$ cat config.mk
export PLATFORM = sky130hd
export DESIGN_NAME = poly_stream_writer
export DESIGN_NICKNAME = d
export VERILOG_FILES = /design/src/rtl/poly_stream_writer.sv
export SDC_FILE = /design/constraint.sdc
export NUM_CORES = 1
export LEC_CHECK = 0
export ABC_AREA = 1
export ABC_CLOCK_PERIOD_IN_PS = 2100
export CAP_MARGIN = 20
export CORE_ASPECT_RATIO = 2
export CORE_MARGIN = 1.5
export CORE_UTILIZATION = 51
export CTS_CLUSTER_DIAMETER = 200
export DETAILED_ROUTE_END_ITERATION = 8
export GPL_TIMING_DRIVEN = 0
export PLACE_DENSITY = 0.81
export SYNTH_ARGS = -nofsm -noshare
export SYNTH_HDL_FRONTEND = slang
export SYNTH_SLANG_ARGS = --single-unit
$ cat constraint.sdc
create_clock -name clk -period 2.1 [get_ports clk]
set_clock_uncertainty 0.15 [all_clocks]
set_input_delay 0.21 -clock clk [delete_from_list [all_inputs] [get_ports clk]]
set_output_delay 0.21 -clock clk [all_outputs]
set_load 0.05 [all_outputs]
$ cat src/rtl/poly_stream_writer.sv
// Unpacks a two-lane 64-bit coefficient stream into sequential polynomial RAM writes,
// one coefficient per cycle, up to a programmed count; drains surplus beats and flags short packets.
module poly_stream_writer #(
  parameter int unsigned ADDR_W = 8,
  parameter int unsigned LANE_W = 32
) (
  input  logic                    clk,
  input  logic                    rst,
  input  logic                    start,
  input  logic [ADDR_W:0]         coef_count,
  input  logic                    s_tvalid,
  output logic                    s_tready,
  input  logic [2*LANE_W-1:0]     s_tdata,
  input  logic [2*LANE_W/8-1:0]   s_tkeep,
  input  logic                    s_tlast,
  output logic                    mem_we,
  output logic [ADDR_W-1:0]       mem_addr,
  output logic [LANE_W-1:0]       mem_wdata,
  output logic                    busy,
  output logic                    done,
  output logic                    err_short
);

  localparam int unsigned KW = LANE_W / 8;
  localparam logic [ADDR_W:0] FULL = {1'b1, {ADDR_W{1'b0}}};

  typedef enum logic [2:0] {
    S_IDLE, S_LOAD, S_WR_LO, S_WR_HI, S_DRAIN, S_DONE
  } state_t;

  state_t                 state_q, state_d;
  logic [ADDR_W:0]        cnt_q, cnt_d;
  logic [ADDR_W:0]        tgt_q, tgt_d;
  logic                   err_q, err_d;
  logic                   we_q, we_d;
  logic [ADDR_W-1:0]      addr_q, addr_d;
  logic [LANE_W-1:0]      wdata_q, wdata_d;
  logic [2*LANE_W-1:0]    data_q, data_d;
  logic [2*KW-1:0]        keep_q, keep_d;
  logic                   last_q, last_d;

  always_ff @(posedge clk) begin
    if (rst) begin
      state_q <= S_IDLE;
      cnt_q   <= '0;
      tgt_q   <= '0;
      err_q   <= 1'b0;
      we_q    <= 1'b0;
      addr_q  <= '0;
      wdata_q <= '0;
      data_q  <= '0;
      keep_q  <= '0;
      last_q  <= 1'b0;
    end else begin
      state_q <= state_d;
      cnt_q   <= cnt_d;
      tgt_q   <= tgt_d;
      err_q   <= err_d;
      we_q    <= we_d;
      addr_q  <= addr_d;
      wdata_q <= wdata_d;
      data_q  <= data_d;
      keep_q  <= keep_d;
      last_q  <= last_d;
    end
  end

  always_comb begin
    state_d = state_q;
    cnt_d   = cnt_q;
    tgt_d   = tgt_q;
    err_d   = err_q;
    we_d    = 1'b0;
    addr_d  = addr_q;
    wdata_d = wdata_q;
    data_d  = data_q;
    keep_d  = keep_q;
    last_d  = last_q;
    unique case (state_q)
      S_IDLE: begin
        if (start) begin
          // Out-of-range counts clamp to a full RAM so the address can never wrap.
          tgt_d   = (coef_count == '0 || coef_count > FULL) ? FULL : coef_count;
          cnt_d   = '0;
          err_d   = 1'b0;
          state_d = S_LOAD;
        end
      end
      S_LOAD: begin
        if (s_tvalid) begin
          data_d  = s_tdata;
          keep_d  = s_tkeep;
          last_d  = s_tlast;
          state_d = S_WR_LO;
        end
      end
      S_WR_LO: begin
        if (keep_q[KW-1:0] == '1) begin
          we_d    = 1'b1;
          addr_d  = cnt_q[ADDR_W-1:0];
          wdata_d = data_q[LANE_W-1:0];
          cnt_d   = cnt_q + 1'b1;
        end
        if (cnt_d == tgt_q) state_d = last_q ? S_DONE : S_DRAIN;
        else                state_d = S_WR_HI;
      end
      S_WR_HI: begin
        if (keep_q[2*KW-1:KW] == '1) begin
          we_d    = 1'b1;
          addr_d  = cnt_q[ADDR_W-1:0];
          wdata_d = data_q[2*LANE_W-1:LANE_W];
          cnt_d   = cnt_q + 1'b1;
        end
        if (cnt_d == tgt_q) begin
          state_d = last_q ? S_DONE : S_DRAIN;
        end else if (last_q) begin
          err_d   = 1'b1;
          state_d = S_DONE;
        end else begin
          state_d = S_LOAD;
        end
      end
      S_DRAIN: begin
        if (s_tvalid && s_tlast) state_d = S_DONE;
      end
      S_DONE: state_d = S_IDLE;
      default: state_d = S_IDLE;
    endcase
  end

  // Handshake and status are pure state decodes, so s_tready never depends on s_tvalid.
  assign s_tready  = (state_q == S_LOAD) || (state_q == S_DRAIN);
  assign busy      = (state_q == S_LOAD) || (state_q == S_WR_LO) ||
                     (state_q == S_WR_HI) || (state_q == S_DRAIN);
  assign done      = (state_q == S_DONE);
  assign err_short = err_q;
  assign mem_we    = we_q;
  assign mem_addr  = addr_q;
  assign mem_wdata = wdata_q;

endmodule
# Word-level counts from Yosys, hierarchy flattened
# Index checks and enable logic that the tools add are counted.
[totals]
out_inout_bits = 45
regBits = 136
word_cells = 73
input_bits = 86
[op_classes]
n_eq_ne = 16
n_mux = 28
order_cmp = 1
addsub = 1
reduce_logical = 17
[op_table]
columns = ["op", "n"]
rows = [
  ["2-to-1 mux 32 bit", 2],
  ["case mux 32 bit (2 select lines)", 1],
  ["2-to-1 mux 9 bit", 6],
  ["case mux 9 bit (3 select lines)", 1],
  ["equality test 9 bit", 2],
  ["2-to-1 mux 3 bit", 6],
  ["2-to-1 mux 8 bit", 2],
  ["case mux 8 bit (2 select lines)", 1],
  ["case mux 3 bit (5 select lines)", 1],
  ["!= test 2 bit, second input constant", 7],
  ["adder 9 x 1 -> 9 bit, second input constant", 1],
  ["> comparator 9 bit, second input constant", 1],
  ["logical NOT 9 bit", 1],
  ["equality test 4 bit, second input constant", 2],
  ["equality test 3 x 2 -> 1 bit, second input constant", 2],
  ["equality test 3 bit, second input constant", 2],
  ["2-to-1 mux 1 bit", 6],
  ["AND reduction 2 bit", 3],
  ["AND reduction 3 bit", 2],
  ["logical OR 1 bit", 5],
  ["case mux 1 bit (2 select lines)", 2],
  ["AND reduction 4 bit", 1],
  ["nonzero test 2 bit", 2],
  ["equality test 3 x 1 -> 1 bit, second input constant", 1],
  ["other kinds (3)", 3],
]

# Depth between registers and ports, before layout
[logic_depth]
ltp_word = 6
ltp_mapped = 16
ltp_nobuf = 16

# Least setup slack after synthesis
# No wires, ideal clock.
[synth_timing]
path_type = "register to register"
startpoint = "register cnt_q[0]"
endpoint = "register err_q (netlist: err_short)"
t_arrival_ns = 1.688
stages_incl_launch_ff = 17
setup_ns = 0.115
path_buffers = 0
required_time_ns = 1.835
setup_slack_ns = 0.147
period_less_slack_ns = 1.953
path_cell_list = "dfxtp_1 > ha_1 > nand2_2 > inv_1 > nand3_1 > nand2_1 > nand3_1 > nand2_1 > nand2_1 > nand2_1 > nand2_1 > nor2_2 > inv_2 > o21ai_2 > nand2_1 > a21oi_1 > nor2_1"
[synth_via]
elab_chain_cells = 6
[synth_rtl]
columns = ["element", "line_no", "rtl"]
rows = [
  ["start: declaration", "32", "logic [ADDR_W:0] cnt_q, cnt_d;"],
  ["start signal: assignment", "56", "cnt_q <= cnt_d;"],
  ["adder 9 x 1 -> 9 bit", "112", "cnt_d = cnt_q + 1'b1;"],
  ["2-to-1 mux 9 bit *", "108", "if (keep_q[2*KW-1:KW] == '1) begin"],
  ["2-to-1 mux 9 bit *", "79", "unique case (state_q)"],
  ["equality test 9 bit *", "114", "if (cnt_d == tgt_q) begin"],
  ["!= test 2 bit (no source line) *", "-", ""],
  ["AND reduction 4 bit (no source line) *", "-", ""],
  ["end signal: assignment", "58", "err_q <= err_d;"],
  ["end: declaration", "34", "logic err_q, err_d;"],
]
# Mark *: on every way between the ends. The rest lies on a longest branch, timed or not. The select of a mux whose other input is x is not followed.
# A chain may end at the register's enable or synchronous reset.

# Worst setup path after layout
[layout_timing]
startpoint = "register cnt_q[3]"
endpoint = "register state_q[0]"
[layout_via]
elab_chain_cells = 6
elab_cells_between_ends = 10
cone_classes = "add/sub (1); eq/ne (2); mux (7)"
[layout_rtl]
columns = ["element", "line_no", "rtl"]
rows = [
  ["adder 9 x 1 -> 9 bit", "102, 112", ""],
  ["2-to-1 mux 9 bit, on equally long branches", "108, 98", ""],
  ["2-to-1 mux 9 bit", "79", ""],
  ["equality test 9 bit, on equally long branches", "114, 104", ""],
  ["2-to-1 mux 3 bit, on equally long branches", "114, 104", ""],
  ["case mux 3 bit (5 select lines) *", "79", ""],
  ["end signal: assignment", "55", "state_q <= state_d;"],
  ["end: declaration", "31", "state_t state_q, state_d;"],
]
# Marked as above.

==> impl_metrics.py <==
metrics = {
    "floorplanning": {
        "die_h_um": 156,
        "placeableCoreArea_mm2": 0.0114,
        "chipWidth_um": 79.3,
        "rows": 55,
        "effective_utilization_at_floorplan_pct": 52.3,
        "boundaryPins": 131,
        "fp.dieArea_mm2": 0.0123,
    },
    "cts": {
        "clock_path_buffers": 2,
        "clock_latency_ns": 0.43,
        "clk_transition_reported_paths_ns": 0.06,
        "cts_made_buffers": 17,
        "cts_hold_buf": 0,
        "cts_tree": "done",
        "tritoncts_num_sinks": 136,
        "cts-htree-levels": 4,
        "cts_root_buffer": "clkbuf_16",
    },
    "worst_setup_path": {
        "regToRegSetupSlack_ns": 0.05,
        "rr_startpoint": "cnt_q[3]$_SDFFE_PP0P_",
        "worst_ep_required_time_ns": 2.24,
        "category_of_cells_accounting_for_the_largest_share_of_critical_path_delay": "simple AND/OR/NAND/NOR gates",
        "worstPathBufferInverterCount": 0,
        "critical_path_peak_fanout": 5,
        "worst-endpoint-arrival_ns": 2.19,
        "crit_path_end_kind": "flop",
        "path_cells": "nand2_2 -> nor2_4 -> nand4_1 -> nand3_1 -> nand3_1 -> nand2_1 -> nand4_1 -> nand2_1 -> nand3_1 -> nand2_1 -> a21oi_1",
        "cp_slowest_cell": "dfxtp_4",
        "start_kind": "flop",
        "worst_path_largest_cell_delay_ns": 0.39,
        "worst_r2r_endpoint": "state_q[0]$_SDFFE_PP0P_",
        "setup.worst_path.class": "reg2reg",
        "r2r_cells": 11,
    },
    "grt": {
        "gr-usage-all-layers_pct": 32.2,
        "grt_first_pass_wirelength_um": 30400,
        "via_count_of_the_first_global_routing_pass": 6556,
        "grt_max_degree": 17,
        "antenna_found_initial": 0,
        "overflow": 0,
    },
    "timing": {
        "slew_headroom_pct": 56.3,
        "final_max_slew_viol_count": 0,
        "post-route-period-util_pct": 97.8,
        "max_clock_freq_ghz": 0.487,
        "setup_viol_count_final": 0,
        "worst_pin_slew_ns": 0.656,
        "final-hold-violation-count": 0,
        "timing.final.crit_period_ns": 2.05,
        "grt_setup_unrepaired": "true",
        "postLayoutSetupSlackWorst_ns": 0.0452,
    },
    "logic_synthesis": {
        "synth_seq_area_share_pct": 45.8,
        "syn_avg_cell_area_um2": 6.96,
        "yosys_most_used_dff": "dfxtp_1",
        "async_reset_ff_share_pct": 0,
        "postSynthNetCount": 942,
        "yosys_register_bits": 136,
        "netlist_instances": 854,
        "warnings_synthesis": 0,
        "syn_area_mm2": 0.00594,
        "ys_types": 28,
        "synth_enable_flop_cells": 0,
    },
    "power_and_ir_drop": {
        "power-per-cell-area_mw_per_mm2": 893,
        "ir_drop_uv": 839,
        "power.leakage_nw": 3.48,
        "design_power_total_w": 0.00741,
    },
    "place": {
        "io_buffer_count": 130,
        "post_dp_hpwl_um": 13900,
        "preCtsSetupSlack_ns": -0.274,
        "gp_congestion": 0.956,
    },
    "hold_path": {
        "hold-path-cell-count": 3,
        "hold_path_end": "data_q[53]$_SDFFE_PP0P_",
        "worstHoldPathType": "in2reg",
        "min_from": "s_tdata[53]",
    },
    "detailed_routing": {
        "top_layer_used": "met4",
        "wl_met2_um": 10500,
        "route.met3.wl_um": 1170,
        "routed-via-count": 6580,
        "first_pass_iters": 5,
        "wl_per_cell_um": 16.9,
        "met1Wirelength_um": 6570,
        "totalWireLength_um": 19800,
        "drtAntennaViolNets": 0,
        "drt-vias-per-instance": 5.61,
        "number_of_drc_markers_in_iteration_0": 389,
        "drc": 0,
    },
    "run": {
        "cap_violations": 0,
    },
    "cells_and_area": {
        "area_growth_pct": 39.5,
        "num_antenna_cells": 0,
        "final_layout_size_suffix_gt1_share_pct": 13.4,
        "fin_nets": 1105,
    },
    "outcome": {
        "status": "finished clean",
    },
}
[per-stage QoR]
stage	util, %	std cells	instance area [um2]	TNS (ns)	hold WS [ns]
2_1_floorplan	-	854	5940	0	0.138
3_3_place_gp	65.4	1126	7420	-10.17	0.311
3_5_place_dp	65.4	1126	7420	-12.33	0.318
4_1_cts	70.8	1159	8040	0	0.212
5_1_grt	73.0	1172	8290	-0.109	0.229
6_report	73.0	1172	8290	0	0.210
[report_power, final]
group	switching [W]	internal, W	total (W)
registers	0.000172	0.00288	0.00306
logic	0.000945	0.000529	0.00147
clock network	0.00129	0.00159	0.00288
total	0.00241	0.00500	0.00741
[tightest hold or removal path: cells and delay by family]
kind / cells / cell delay (ns)
buf+inv: 1 / 0.39
simple gates: 2 / 0.15
[worst max path at each step]
stage | startpoint | endpoint | depth (start not counted)
2_1_floorplan | cnt_q[0]$_SDFFE_PP0P_ | err_short$_SDFFE_PP0P_ | 16
3_3_place_gp | cnt_q[0]$_SDFFE_PP0P_ | err_short$_SDFFE_PP0P_ | 16
3_5_place_dp | cnt_q[0]$_SDFFE_PP0P_ | err_short$_SDFFE_PP0P_ | 16
4_1_cts | state_q[0]$_SDFFE_PP0P_ | s_tready | 5
5_1_grt | cnt_q[1]$_SDFFE_PP0P_ | err_short$_SDFFE_PP0P_ | 16
6_report | cnt_q[3]$_SDFFE_PP0P_ | state_q[0]$_SDFFE_PP0P_ | 11
[cells by family (layout without fill, tap and decap cells)]
kind of cell,after synthesis,in the layout,share of synthesized area [%]
compound gates,193,193,17.8
fa+ha+maj,2,2,0.421
simple gates,422,422,28.8
buf+inv,101,277,7.14
flops,136,136,45.8
[layout make-up]
type	count	area, um2
tap	142	178
fill	916	3060
clock buffer	18	439
multi-input combinational	617	2940
inverter	50	200
buffer	50	272
clock inverter	14	125
timing repair buffer	145	1400
sequential	136	2740
[per-layer routing]
| metal | vias to the layer above | track usage [%] |
|---|---|---|
| met1 | 2955 | 29.6 |
| met3 | 114 | 6.26 |
| met5 | - | 0 |
| li1 | 3147 | - |
| met4 | 0 | 24.3 |
| met2 | 364 | 60.0 |
[flip-flops by register name, indices dropped and copies added (netlist names), 3 cells and up]
name and cells:
data_q 64, mem_wdata 32, cnt_q 9, tgt_q 9
keep_q 8, mem_addr 8, state_q 3
[synthesized netlist by cell type (8+ instances only)]
cell / count / area [um2]
nand2_1: 194 / 728
nor2_1: 158 / 593
dfxtp_1: 136 / 2720
o21ai_0: 118 / 591
nand3_1: 52 / 260
inv_1: 45 / 169
clkbuf_1: 33 / 124
a31oi_1: 32 / 200
a21oi_1: 24 / 120
buf_2: 9 / 45.0
a211oi_1: 8 / 60.1
[what timing repair did]
action                                  in CTS  in global routing
pin swaps                                    3                 13
setup buffers                                1                 13
gates cloned                                 0                  1
endpoints found under the setup margin      82                 96
resized for setup                           28                 73
[layout by cell type (no fill, tap or decap), types with 2 or more instances in the layout]
master / synthesis / routed
nand2_1: 194 / 178
nor2_1: 158 / 152
dfxtp_1: 136 / 129
clkdlybuf4s50_1: 0 / 127
o21ai_0: 118 / 117
nand3_1: 52 / 44
inv_1: 45 / 42
a31oi_1: 32 / 32
a21oi_1: 24 / 23
clkbuf_1: 33 / 19
buf_4: 3 / 17
nand2_2: 2 / 17
clkbuf_16: 0 / 17
clkbuf_2: 0 / 16
nor2_4: 4 / 8
buf_2: 9 / 8
a211oi_1: 8 / 8
inv_6: 0 / 8
nand3_2: 0 / 8
nor2_2: 3 / 5
inv_2: 4 / 4
buf_6: 3 / 4
o211ai_1: 4 / 4
o221ai_1: 4 / 4
nand4_1: 4 / 4
dfxtp_2: 0 / 4
nor4_1: 3 / 3
clkinvlp_4: 0 / 3
clkinv_4: 0 / 3
dfxtp_4: 0 / 3
nor3_1: 2 / 2
o21ai_2: 1 / 2
clkbuf_4: 0 / 2
inv_8: 0 / 2
Power figures use the tool's default switching activity.
